## config.mk

```make
export PLATFORM = sky130hd
export DESIGN_NAME = pipelined_addsub
export DESIGN_NICKNAME = d
export VERILOG_FILES = /design/src/rtl/pipelined_addsub.sv
export SDC_FILE = /design/constraint.sdc
export NUM_CORES = 1
export LEC_CHECK = 0
export ABC_AREA = 1
export CAP_MARGIN = 20
export CORE_UTILIZATION = 48
export CTS_BUF_LIST = sky130_fd_sc_hd__clkbuf_8
export CTS_CLUSTER_SIZE = 16
export DETAILED_ROUTE_END_ITERATION = 10
export PLACE_DENSITY = 0.7
export SETUP_SLACK_MARGIN = 0.15
export SLEW_MARGIN = 5
export SYNTH_ARGS = -nofsm -noshare
export SYNTH_HDL_FRONTEND = slang
export SYNTH_SLANG_ARGS = --single-unit
```

## constraint.sdc

```tcl
create_clock -name clk -period 4.9 [get_ports clk]
set_input_delay 0.49 -clock clk [delete_from_list [all_inputs] [get_ports clk]]
set_output_delay 0.49 -clock clk [all_outputs]
set_load 0.02 [all_outputs]
```

## src/rtl/pipelined_addsub.sv

```systemverilog
// Pipelined add/subtract unit: the carry chain is cut into STAGES registered chunks with valid/ready flow control.
// Optional signed saturation of the result on overflow is enabled by defining PIPELINED_ADDSUB_SAT_EN.
module pipelined_addsub #(
  parameter int WIDTH  = 32,
  parameter int STAGES = 4
) (
  input  logic             clk,
  input  logic             rst_n,
  input  logic             in_valid,
  output logic             in_ready,
  input  logic [WIDTH-1:0] dina,
  input  logic [WIDTH-1:0] dinb,
  input  logic             sub,
  output logic             out_valid,
  input  logic             out_ready,
  output logic [WIDTH-1:0] dout,
  output logic             cout,
  output logic             ovf
);

  localparam int CW = WIDTH / STAGES;

  logic             valid_reg [STAGES];
  logic [WIDTH-1:0] a_reg     [STAGES];
  logic [WIDTH-1:0] b_reg     [STAGES];
  logic [WIDTH-1:0] sum_reg   [STAGES];
  logic             carry_reg [STAGES];
  logic             ovf_reg;

  logic             src_valid [STAGES];
  logic [WIDTH-1:0] src_a     [STAGES];
  logic [WIDTH-1:0] src_b     [STAGES];
  logic [WIDTH-1:0] src_sum   [STAGES];
  logic             src_carry [STAGES];
  logic [WIDTH-1:0] sum_next  [STAGES];
  logic             carry_next[STAGES];
  logic [STAGES-1:0] adv;
  logic [WIDTH-1:0] dout_next;
  logic             ovf_next;

  // Stage k consumes the registers of stage k-1; stage 0 consumes the input port directly.
  always_comb begin
    for (int k = 0; k < STAGES; k++) begin
      if (k == 0) begin
        src_valid[k] = in_valid;
        src_a[k]     = dina;
        src_b[k]     = sub ? ~dinb : dinb;
        src_sum[k]   = '0;
        src_carry[k] = sub;
      end else begin
        src_valid[k] = valid_reg[k-1];
        src_a[k]     = a_reg[k-1];
        src_b[k]     = b_reg[k-1];
        src_sum[k]   = sum_reg[k-1];
        src_carry[k] = carry_reg[k-1];
      end
    end
  end

  // Advance chain runs from the output back to the input so empty middle slots keep filling during a stall.
  always_comb begin
    adv = '0;
    adv[STAGES-1] = !valid_reg[STAGES-1] || out_ready;
    for (int k = STAGES - 2; k >= 0; k--) begin
      adv[k] = !valid_reg[k] || adv[k+1];
    end
  end

  genvar gi;
  generate
    for (gi = 0; gi < STAGES; gi++) begin : g_stage
      logic [CW:0]      chunk;
      logic [WIDTH-1:0] merged;

      assign chunk = {1'b0, src_a[gi][gi*CW +: CW]}
                   + {1'b0, src_b[gi][gi*CW +: CW]}
                   + {{CW{1'b0}}, src_carry[gi]};

      always_comb begin
        merged = src_sum[gi];
        merged[gi*CW +: CW] = chunk[CW-1:0];
      end

      assign sum_next[gi]   = merged;
      assign carry_next[gi] = chunk[CW];
    end
  endgenerate

  always_comb begin
    ovf_next = (src_a[STAGES-1][WIDTH-1] == src_b[STAGES-1][WIDTH-1]) &&
               (sum_next[STAGES-1][WIDTH-1] != src_a[STAGES-1][WIDTH-1]);
`ifdef PIPELINED_ADDSUB_SAT_EN
    dout_next = ovf_next ? {src_a[STAGES-1][WIDTH-1], {(WIDTH-1){!src_a[STAGES-1][WIDTH-1]}}}
                         : sum_next[STAGES-1];
`else
    dout_next = sum_next[STAGES-1];
`endif
  end

  always_ff @(posedge clk or negedge rst_n) begin
    if (!rst_n) begin
      for (int k = 0; k < STAGES; k++) begin
        valid_reg[k] <= 1'b0;
        a_reg[k]     <= '0;
        b_reg[k]     <= '0;
        sum_reg[k]   <= '0;
        carry_reg[k] <= 1'b0;
      end
      ovf_reg <= 1'b0;
    end else begin
      for (int k = 0; k < STAGES; k++) begin
        if (adv[k]) begin
          valid_reg[k] <= src_valid[k];
          // Payload only moves with a real beat, so outputs keep their last value when idle.
          if (src_valid[k]) begin
            a_reg[k]     <= src_a[k];
            b_reg[k]     <= src_b[k];
            carry_reg[k] <= carry_next[k];
            sum_reg[k]   <= (k == STAGES - 1) ? dout_next : sum_next[k];
          end
        end
      end
      if (adv[STAGES-1] && src_valid[STAGES-1]) begin
        ovf_reg <= ovf_next;
      end
    end
  end

  assign in_ready  = adv[0];
  assign out_valid = valid_reg[STAGES-1];
  assign dout      = sum_reg[STAGES-1];
  assign cout      = carry_reg[STAGES-1];
  assign ovf       = ovf_reg;

endmodule

```

== Word level (Yosys, flattened, before mapping) ==
Index checks and enable logic that the tools add are counted.

* Flip-flop bits (word level): 281
* Bits in latches: 0
* Bits in writable memories: 0
* ROM bits: 0
* Input bits: 69
* Output and inout port bits: 36
* Word-level logic and storage cells: 45
* Memories kept: 0

* $add $sub $neg: 8
* $mul: 0
* Divide/modulo/power cells: 0
* $lt $le $gt $ge: 0
* Equal/unequal tests: 2
* Shift operators: 0
* Multiplexer cells: 1
* Bitwise operators: 1
* Reduce and logical (&&, ||, !) cells: 14

{| class="wikitable"
|+ Operators with widths
! operator !! count
|-
| adder 8 x 8 -> 9 bit || 4
|-
| adder 9 x 1 -> 9 bit || 4
|-
| two-way mux 32 bit || 1
|-
| inverter 32 bit || 1
|-
| AND reduction 2 bit || 4
|-
| zero test 1 bit || 4
|-
| logical OR 1 bit || 4
|-
| logical AND 1 bit || 2
|-
| == test 1 bit || 1
|-
| inequality test 1 bit || 1
|}

== Depth between registers and ports, before layout ==
* Depth in word-level cells: 6
* Mapped depth: 14
* Mapped depth without buffers: 12

== Worst setup path after synthesis ==
OpenSTA, ideal clock, no wires.

* Path type: input -> register
* Start: input port sub
* End: register sum_reg (netlist bit g_stage[1].merged[6])
* Setup time: 117 ps
* Arrival time: 1907 ps
* Data required time: 4783 ps
* Path slack: 2876 ps
* Stages on the path: 10
* Path buffers: 2
* Path through: buf_2 buf_2 xor2_1 ha_1 a21oi_1 or2_2 nand3_1 nand2_1 nand3_1 nand2_1

* Word-level cells in the longest chain between the ends: 3

{| class="wikitable"
|+ RTL lines
! item !! line !! RTL
|-
| start: declaration || 13 || <nowiki>input logic sub,</nowiki>
|-
| two-way mux 32 bit || 47 || <nowiki>src_b[k] = sub ? ~dinb : dinb;</nowiki>
|-
| adder 8 x 8 -> 9 bit || 76 || <nowiki>+ {1'b0, src_b[gi][gi*CW +: CW]}</nowiki>
|-
| adder 9 x 1 -> 9 bit (*) || 77 || <nowiki>+ {{CW{1'b0}}, src_carry[gi]};</nowiki>
|-
| end signal: indexed assignment || 119 || <nowiki>sum_reg[k] <= (k == STAGES - 1) ? dout_next : sum_next[k];</nowiki>
|-
| end: declaration || 26 || <nowiki>logic [WIDTH-1:0] sum_reg [STAGES];</nowiki>
|}

Every way passes the cells marked *; elsewhere a longest branch is shown, timed or not.
A chain may end at the register's enable or synchronous reset.

== Final worst setup path ==
* Start: input port out_ready
* End: output port in_ready

* Word-level cells in the longest chain between the ends: 4

{| class="wikitable"
|+ RTL lines
! item !! line !! RTL
|-
| start: declaration || 15 || <nowiki>input logic out_ready,</nowiki>
|-
| logical OR 1 bit || 63 || <nowiki>adv[STAGES-1] = !valid_reg[STAGES-1] || out_ready;</nowiki>
|-
| logical OR 1 bit (3 in series) || 65 || <nowiki>adv[k] = !valid_reg[k] || adv[k+1];</nowiki>
|-
| end: declaration || 10 || <nowiki>output logic in_ready,</nowiki>
|}

No other way between the ends.

==> run summary <==
The repair_antennas step left the layout with diodes totalling 0. For the post-place instance area, the log shows 9691 µm². Die outline width: 135.4 µm.

Across the VDD grid, the largest voltage drop is 0.2297 mV. The number of buffers and inverters on the critical path is 5. The fraction of the mapped netlist area in adder cells came out at 0.05739.

After technology mapping, the gate count stands at 979. After synthesis, the largest family of logic cells by area is simple AND/OR/NAND/NOR gates. For the net count after synthesis, the log shows 1083.

The portion of synthesized cell area occupied by the leading cell type works out to 0.5417. In this run the worst path has a maximum fanout of 3. The number of top-level design ports is 105, and the global router's overall resource usage is 0.1970.

The kind of cell with the highest combined delay along the critical path is buffers and inverters. The most area-hungry cell type in the Yosys netlist is dfrtp_1. The category of the worst setup path capture point was an output port. The endpoint of the most critical register-to-register path was g_stage[2].merged[14].

For this block, the routed nets add up to 16.22 mm of wire. Setup violations remaining at the end of the flow were counted as 0. The post-synthesis compound-gate area fraction came out at 0.06266. Derived from the worst setup path, the maximum achievable clock frequency is 406.3 MHz. The depth of the worst register-to-register path was 7. The first global-routing pass estimated 28.24 mm of wire. The power density relative to cell area came out at 488.3 nW/µm².

The simple-gate share of the synthesized area works out to 0.2414. The largest individual stage delay along the critical path comes from the cell clkdlybuf4s50_1. The run gives 0 as the post-CTS setup-driven buffer insertion count. The flow ran to the end, and the final reports show no timing, DRC or antenna violations. After clock tree synthesis, the clock-pin slew on the worst setup and hold paths is 0.09 ns. After the first detailed-routing iteration, the DRC count stood at 388. The category of the most critical setup path is input pin to output port. The routability congestion estimate is 0.8081, and the data arrival time of the worst path is 1.97 ns. For the pin with the worst max-slew slack, the measured transition is 0.9644 ns. Proportion of layout cells with a drive suffix above 1: 0.04638. TritonCTS built the clock tree. CTS saw 185 sinks. For this run, design rule violations remaining after detail routing come to 0. The final number of hold-violating endpoints is 0, and the delay of the slowest critical-path stage is 0.62 ns.

The logs give 4.41 ns for the worst path required time and 8546 µm² for the post-synth design cell area. The number of rows created at floorplan was 48. The share of the synthesized netlist area taken by xor and xnor gates came out at 0.04510. Traced cell by cell, the critical path runs through clkdlybuf4s50_1 -> inv_1 -> nand2_2 -> inv_2 -> nand3_4 -> nor2_4 -> inv_2 -> clkdlybuf4s50_1. The startpoint identified for the worst register-to-register timing path is out_valid.

The tightest min-delay check is of the input pin to async pin type. The mean cell area of the mapped netlist was 8.729 µm²; the ratio of routed vias to standard cells was 4.792. The first detailed-routing pass took 4 iterations. Maximum number of pins on one net before global-route repair: 110. The tools report the end point of the critical path as in_ready.

Setup repair after global routing left no endpoint under its margin. In this run the deepest clock path goes through 2 buffers. The count of buffers added on input and output ports is 104. For flop-to-flop paths, the worst setup slack is 2.65 ns. Clock latency on the worst-skew pair, taken at its later pin, is 0.47 ns.

The detailed-route wire length per cell was 12.45 µm; the reported max-cap violation count was 0. The floorplan step set the die height to 135.4 µm. The worst setup path is launched from an input pin. Residual antenna-violating net count after detailed routing: 0. Worst-case headroom to the max-slew limit: 0.3571.

In this run the worst setup path begins at out_ready. The effective utilization at floorplan is 0.4924. Leakage power total: 5.065 nW. After floorplanning, the core was sized to cover 17360 µm². The tools report the count of nets after finishing as 1169.

The tools report the number of synthesis warnings as 0. Post-synthesis cell type count: 24. In this run, synthesis produced a sequential element count of 185. Compared with the post-synthesis result, the final layout area differs by 17.54%. The number of max-slew violations in the final report came out at 0. The TritonCTS buffer count was 17; the fraction of synthesized area in multiplexers was 0. Summed over all failing endpoints, the final setup total negative slack is 0 ns. The period utilization is 0.5023. The clock arrives with 0.01423 ns of skew.

For the via count, the log shows 6244. After clock tree synthesis, the repair step resized 0 gates. Number of antenna violations at the first check in global routing: 0. The count of H-tree levels built during CTS was 4; the post-route cell area was 10040 µm². Summed over all nets, the half-perimeter wirelength after detailed placement is 11.33 mm. In the post-synthesis netlist, the biggest area contributors are dfrtp_1 (54%), nand2_1 (19%), o21ai_0 (4.7%), ha_1 (4.1%), xnor2_1 (3.7%).

The leftover overflow at the end of global routing came out at 0. The cell sitting at the root of the clock tree is a clkbuf_8. In this run the number of cells on the critical path is 8.

The tools report the via count of the first global-routing pass as 5740. The post-synthesis sequential area ratio came out at 0.5417. The floorplan step defined a die boundary enclosing 18340 µm². For the number of hold buffers added after cts, the log shows 0.

The worst path in the final design needs a cycle of 2.461 ns, including I/O delays and setup.
==> synthesized netlist by cell type <==
master	instances
ha_1	28
inv_2	3
xnor2_1	36
nand4_1	14
clkbuf_1	13
or2_2	5
a21oi_1	18
nor2_1	13
buf_6	4
nand3_1	36
buf_2	23
nand2_2	2
nand3_4	1
nand2_4	1
inv_1	59
fa_1	7
xor2_1	8
nand2_1	428
a21o_1	4
nor2_4	2
dfrtp_1	185
nand3b_1	6
o21ai_0	81
o21ai_1	2
==> where the power goes <==
part	internal [mW]	switching [mW]
Sequential	1.99	0.268
Combinational	0.726	1.00
Clock	0.359	0.561
Total	3.07	1.83
==> layout by cell type (no fill, tap or decap), types with 6 or more instances in the layout <==
cell type / count
inv_1: 60
nand2_1: 428
a21oi_1: 18
dfrtp_1: 185
clkdlybuf4s50_1: 102
nand3_1: 36
nand3b_1: 6
o21ai_0: 81
fa_1: 7
clkbuf_8: 17
nor2_1: 13
ha_1: 28
xnor2_1: 36
xor2_1: 8
nand4_1: 14
==> through the flow <==
stage | setup WS (ns) | total power, mW | std cells | utilization | hold WS [ns]
4_1_cts | 2.425 | 4.955 | 1303 | 0.5787 | 0.1770
3_3_place_gp | 2.076 | 3.985 | 1271 | 0.5583 | 0.4507
5_1_grt | 2.265 | 5.298 | 1303 | 0.5787 | 0.2190
3_5_place_dp | 2.005 | 4.025 | 1271 | 0.5583 | 0.4552
2_1_floorplan | 2.876 | 3.390 | 979 | - | 0.1944
6_report | 2.439 | 4.904 | 1303 | 0.5787 | 0.1543
==> worst reg2reg max path: stages (launching register included) <==
cell and delay, ns:
dfrtp_1 0.40, nand2_2 0.11, inv_2 0.06, nand3_4 0.08, nand2_2 0.47, inv_2 0.79
nand3_1 0.19, nand2_1 0.09
==> kinds of logic (layout without fill, tap and decap cells) <==
| kind of cell | Yosys count | in the layout |
|---|---|---|
| AO/OA/AOI/OAI | 105 | 105 |
| AND/OR/NAND/NOR | 508 | 508 |
| XOR/XNOR | 44 | 44 |
| buffers and inverters | 102 | 201 |
| adder cells (fa/ha/maj) | 35 | 35 |
| flip-flops | 185 | 185 |
==> routing by layer <==
metal  GRT usage  share of wire  wire (µm)  up-vias
met2      0.2860           0.44       7129      102
met4     0.07303          0.016        259        0
li1            -              -          -     3257
met5           0              0          0        -
met1      0.2949           0.51       8349     2866
met3     0.03330          0.030        480       19
==> worst min-delay path by stage <==
| stage | start | slack [ns] | end | depth (start not counted) |
|---|---|---|---|---|
| floorplan | rst_n | 0.19 | a_reg[104] | 0 |
| global route | rst_n | 0.22 | a_reg[125] | 1 |
| detailed placement | a_reg[117] | 0.46 | a_reg[85] | 2 |
| CTS | rst_n | 0.18 | a_reg[120] | 1 |
| global placement | b_reg[120] | 0.45 | b_reg[88] | 2 |
| finish | rst_n | 0.15 | a_reg[118] | 1 |
==> layout make-up <==
| cell class | instances | area (µm²) |
|---|---|---|
| multi-input cells | 692 | 3475 |
| repair buffers | 107 | 1072 |
| clock buffers | 17 | 234.0 |
| flip-flops and latches | 185 | 4629 |
| fillers | 1622 | 7312 |
| inverters | 62 | 232.7 |
| well taps | 225 | 281.5 |
| clock inverters | 15 | 120.1 |
Power figures use the tool's default switching activity.
